[config.mk]
export PLATFORM = sky130hd
export DESIGN_NAME = bin2bcd_seq
export DESIGN_NICKNAME = d
export VERILOG_FILES = /design/src/rtl/bcd_pkg.sv /design/src/rtl/bcd_add3.sv /design/src/rtl/bin2bcd_seq.sv
export SDC_FILE = /design/constraint.sdc
export NUM_CORES = 1
export LEC_CHECK = 0
export ABC_CLOCK_PERIOD_IN_PS = 2000
export BUFFER_PORTS_ARGS = -buffer_cell sky130_fd_sc_hd__buf_2
export CORE_MARGIN = 5
export CORE_UTILIZATION = 55
export DETAILED_ROUTE_END_ITERATION = 8
export PLACE_DENSITY = 0.81
export RECOVER_POWER = 50
export SETUP_SLACK_MARGIN = 0.15
export SLEW_MARGIN = 20
export SYNTH_ARGS = -nofsm -noshare
export SYNTH_HDL_FRONTEND = slang
export SYNTH_SLANG_ARGS = --single-unit
[constraint.sdc]
create_clock -name clk -period 2 [get_ports clk]
set_clock_uncertainty 0.15 [all_clocks]
set_input_delay 0.4 -clock clk [delete_from_list [all_inputs] [get_ports clk]]
set_output_delay 0.4 -clock clk [all_outputs]
set_load 0.02 [all_outputs]
[src/rtl/bcd_pkg.sv]
// Shared definitions for the binary-to-BCD path feeding the 7-segment decoders.
package bcd_pkg;

  typedef enum logic [1:0] {
    IDLE  = 2'd0,
    SHIFT = 2'd1,
    DONE  = 2'd2
  } state_t;

  localparam int BCD_DIGIT_W = 4;

  // Active-high segment patterns {g,f,e,d,c,b,a} for digits 9 down to 0;
  // digit d occupies SEG7_TABLE[7*d +: 7].
  localparam logic [69:0] SEG7_TABLE = {
    7'h6F, 7'h7F, 7'h07, 7'h7D, 7'h6D,
    7'h66, 7'h4F, 7'h5B, 7'h06, 7'h3F
  };

  // 10**n, used to derive the largest representable value for a digit count.
  function automatic longint unsigned pow10(input int n);
    longint unsigned r;
    r = 64'd1;
    for (int i = 0; i < n; i++) begin
      r = r * 64'd10;
    end
    return r;
  endfunction

endpackage

[src/rtl/bcd_add3.sv]
// Double-dabble digit corrector: a digit of 5 or more gets +3 so the
// following left shift carries correctly into the next decade.
module bcd_add3
  import bcd_pkg::*;
(
  input  logic [BCD_DIGIT_W-1:0] d_in,
  output logic [BCD_DIGIT_W-1:0] d_out
);

  // Correct the digit before the shift; 4-bit result, no carry out.
  always_comb begin
    d_out = d_in;
    if (d_in >= 4'd5) begin
      d_out = d_in + 4'd3;
    end
  end

endmodule

[src/rtl/bin2bcd_seq.sv]
// Iterative binary-to-BCD converter with a start/done handshake.
// One shift step per clock; the result register is held between conversions.
//
//   state | meaning
//   IDLE  | waiting for start, result held
//   SHIFT | conversion running, one double-dabble step per clock
//   DONE  | one-cycle result-valid pulse; a new start is accepted here
module bin2bcd_seq
  import bcd_pkg::*;
#(
  parameter int BIN_W  = 10,
  parameter int DIGITS = 3
) (
  input  logic                          clk,
  input  logic                          resetn,
  input  logic                          start,
  input  logic [BIN_W-1:0]              bin_in,
  output logic                          busy,
  output logic                          done,
  output logic [BCD_DIGIT_W*DIGITS-1:0] bcd_out,
  output logic                          overflow
);

  localparam int BCD_W = BCD_DIGIT_W * DIGITS;
  localparam int SR_W  = BCD_W + BIN_W;
  localparam int CNT_W = $clog2(BIN_W + 1);
  localparam longint unsigned MAX_VAL = pow10(DIGITS) - 64'd1;
  localparam logic [CNT_W-1:0] LAST_STEP = CNT_W'(BIN_W - 1);

  if (BIN_W < 1 || DIGITS < 1) begin : g_param_check
    $error("bin2bcd_seq: BIN_W and DIGITS must both be at least 1");
  end

  state_t            state_q;
  state_t            state_d;
  logic [SR_W-1:0]   shreg_q;
  logic [CNT_W-1:0]  step_q;
  logic              ovf_lat_q;
  logic [BCD_W-1:0]  bcd_q;
  logic              ovf_q;

  logic [BCD_W-1:0]  digits_fix;
  logic [SR_W-1:0]   corrected;
  logic [SR_W-1:0]   shreg_step;
  logic              accept;
  logic              last_step;

  for (genvar i = 0; i < DIGITS; i++) begin : g_digit
    bcd_add3 u_add3 (
      .d_in  (shreg_q[BIN_W + BCD_DIGIT_W*i +: BCD_DIGIT_W]),
      .d_out (digits_fix[BCD_DIGIT_W*i +: BCD_DIGIT_W])
    );
  end

  // One double-dabble step: correct every digit, then shift the whole register.
  always_comb begin
    corrected  = {digits_fix, shreg_q[BIN_W-1:0]};
    shreg_step = corrected << 1;
    accept     = start && (state_q == IDLE || state_q == DONE);
    last_step  = (state_q == SHIFT) && (step_q == LAST_STEP);
  end

  // State register.
  always_ff @(posedge clk) begin
    if (!resetn) begin
      state_q <= IDLE;
    end else begin
      state_q <= state_d;
    end
  end

  // Next-state and handshake outputs.
  always_comb begin
    state_d = state_q;
    busy    = 1'b0;
    done    = 1'b0;
    case (state_q)
      IDLE: begin
        if (start) begin
          state_d = SHIFT;
        end
      end
      SHIFT: begin
        busy = 1'b1;
        if (step_q == LAST_STEP) begin
          state_d = DONE;
        end
      end
      DONE: begin
        done    = 1'b1;
        state_d = start ? SHIFT : IDLE;
      end
      default: begin
        state_d = IDLE;
      end
    endcase
  end

  // Shift register, step counter and result registers.
  // The result is written on the last step edge so it is already valid
  // during the DONE cycle.
  always_ff @(posedge clk) begin
    if (!resetn) begin
      shreg_q   <= '0;
      step_q    <= '0;
      ovf_lat_q <= 1'b0;
      bcd_q     <= '0;
      ovf_q     <= 1'b0;
    end else if (accept) begin
      shreg_q   <= {{BCD_W{1'b0}}, bin_in};
      step_q    <= '0;
      ovf_lat_q <= (64'(bin_in) > MAX_VAL);
    end else if (state_q == SHIFT) begin
      shreg_q <= shreg_step;
      step_q  <= step_q + CNT_W'(1);
      if (last_step) begin
        bcd_q <= ovf_lat_q ? {DIGITS{4'h9}} : shreg_step[SR_W-1 -: BCD_W];
        ovf_q <= ovf_lat_q;
      end
    end
  end

  assign bcd_out  = bcd_q;
  assign overflow = ovf_q;

endmodule

==> flow_summary.ini <==
[critical_path]
path_class = reg2out
critPathBufInv = 2
reg_to_reg_setup_timing_slack_ns = 0.34
worstSetupStartpointType = flip-flop
max_stage_delay_ns = 0.32
critical_path.slowest_cell = dfxtp_1
timing.critical_path.arrival_ns = 1.22
timing.critical_path.cells = nand2b_1 -> inv_1 -> buf_2
critPathRequiredTime_ns = 1.45
timing.critical_path.to_type = output pin
crit_fanout = 6
crit_family = buffers and inverters

[synthesis]
post_synth_instance_area_um2 = 1874
synthMostInstantiatedCell = dfxtp_1
seq_area_frac_synth = 0.4486
number_of_flops_mapped_to_enable_cells_by_yosys = 0
postSynthAreaPerCell_um2 = 9.143
most_instantiated_cells_after_synthesis = 42 x dfxtp_1, 25 x nor2_1, 19 x nand2_1
synth-async-reset-ratio = 0
synth-main-ff-cell = dfxtp_1
synthesis.instances = 205
netlist_top_cells_area = dfxtp_1 45%, ha_1 5.3%, nor2_1 5.0%
yosysWarnings = 0
synth_cell_types = 38
synth.ff_latch_count = 42
synth_top_cell_area_share = 0.4486
synth_fp_nets = 226
yosys.area.top_type = dfxtp_1

[die]
die_width_um = 68.38
die_h_um = 68.38
initial_core_utilization = 0.5661
pin_count = 28
rows = 21
fp.dieArea_um2 = 4675
core_area_um2 = 3311

[final_layout]
fillers = 299
ff_latch_area_um2 = 842.1
layout-drive-gt1-share = 0.1325
antennaDiodeCount = 0
multiInputGateArea_um2 = 929.6
final_core_utilization = 0.6243
finalNetCount = 255
area_growth_syn_to_layout_pct = 10.28

[drt]
drt_first_pass_iters = 4
dr.first_iter.drc_count = 69
vias = 1529
wl_um = 3836
postRouteAntennaNets = 0
route.detailed.wl_per_inst_um = 13.70
drc_errors = 0
routed_via_density = 5.461

[power_and_ir_drop]
power.leakage_nw = 0.8495
vdd_ir_drop_max_uv = 443.4
power_frac_clock = 0.269
power.switching_fraction = 0.2673
pwr-share-seq = 0.611
combPwrFrac = 0.120
totalPowerFinal_mw = 1.462
power_report.internal_total_mw = 1.071
power.net_switching_uw = 390.6
powerDensity_nw_per_um2 = 707.1

[timing]
timing_hold_violations_final = 0
slew_at_the_pin_closest_to_its_max_slew_limit_ns = 0.5891
worst_slew_margin_rel = 0.6073
tns_ns = 0
timing.final.setup_violations = 0
final_max_tran_viols = 0
max_clock_freq_mhz = 566.3
finalCritPeriodShare = 0.8830
crit_path_time_final_ns = 1.766
grt_setup_unrepaired = false

[cts]
cts_buffers = 5
cts.reportedPaths.clkPinSlew_ns = 0.12
clock-sinks = 42
clock_tree_root_driver_cell = clkbuf_4
tritoncts = yes
cts_hold_repair.buffers = 0
cts_max_path_buffers = 2
clkLatencyLatePin_ns = 0.35
post_cts_resized = 0
post_cts_buffers = 0
cts-htree-levels = 2

[status]
status = completed

[min_path]
min_delay_worst_type = in2reg

[grt]
grt_remaining_overflow = 0
first_pass_grt_wire_length_um = 6748
largest_net_degree_at_the_start_of_global_routing = 20
grt_antenna_before_repair = 0
first_global_vias = 1500
global_route.usage.total = 0.1939

[run]
max_cap_viols = 0

[place]
post-dp-hpwl_um = 2847
final_gp_congestion = 0.7823
buffer_ports.inserted = 27
## placed cells by master, fill, tap and decap left out, types with 5 or more instances in the layout
| master | n |
|---|---|
| o221ai_1 | 6 |
| clkbuf_1 | 17 |
| nor3b_1 | 6 |
| buf_2 | 16 |
| ha_1 | 8 |
| a211oi_1 | 6 |
| clkbuf_4 | 5 |
| nor2_1 | 25 |
| a32o_1 | 6 |
| a21oi_1 | 11 |
| o21ai_0 | 8 |
| dfxtp_1 | 41 |
| nand2_1 | 19 |
| inv_1 | 9 |
## registers in the layout, summed over array words and instances (netlist names)
register / count
overflow: 1
bcd_out: 12
ovf_lat_q: 1
state_q: 2
shreg_q: 22
step_q: 4
## layer usage
layer / track usage / vias to the layer above / share of wire
met4: 0.06452 / 0 / 0.011
met1: 0.2510 / 709 / 0.47
met3: 0.06404 / 8 / 0.045
li1: - / 784 / -
met5: 0 / - / 0
met2: 0.3020 / 28 / 0.47
## worst min-delay path: cells and delay by family
family                 cells  cell delay (ns)
buffers and inverters      1             0.10
AND/OR/NAND/NOR            1             0.05
AO/OA/AOI/OAI              1             0.05
## path summary, 6_finish.rpt
| check | to | from | cells after the start |
|---|---|---|---|
| max | busy | state_q[1]$_SDFFE_PN0P_ | 3 |
| min | shreg_q[0]$_SDFFE_PN0P_ | bin_in[0] | 3 |
| max reg2reg | shreg_q[8]$_SDFFE_PN0P_ | state_q[0]$_SDFFE_PN0P_ | 5 |
| min reg2reg | shreg_q[0]$_SDFFE_PN0P_ | shreg_q[0]$_SDFFE_PN0P_ | 2 |
## per-stage QoR
stage                     setup WS (ns)  instances  hold WS (ns)  instance area (um2)
after floorplan                  0.5024        205        0.2824                 1874
after global routing             0.1021        280        0.1104                 2067
after global placement           0.4203        273        0.2961                 2049
after detailed placement         0.3797        273        0.3040                 2049
after CTS                        0.1897        280        0.1152                 2095
final                            0.2340        280        0.1277                 2067
## power by group through the flow
stage,Sequential [mW],Clock (mW),Combinational (mW)
after global placement,0.910,0,0.178
final,0.893,0.393,0.176
after CTS,0.892,0.402,0.182
after detailed placement,0.911,0,0.182
after floorplan,0.905,0,0.133
after global routing,0.897,0.442,0.200
## logic make-up after synthesis
family	after synthesis	share of synthesized area
AND/OR/NAND/NOR	71	0.1876
XOR/XNOR	6	0.02804
adder cells (fa/ha/maj)	8	0.05341
multiplexers	3	0.01602
AO/OA/AOI/OAI	54	0.2110
flip-flops	42	0.4486
buffers and inverters	21	0.05540
## area by class of cell
cell class              instances  share of cell area
clock buffers                   7             0.02179
inverters                       9             0.01634
multi-input cells             142              0.4498
flip-flops and latches         42              0.4074
well taps                      46             0.02785
repair buffers                 34             0.07688
Note: power is estimated with default switching activity, not from simulation.
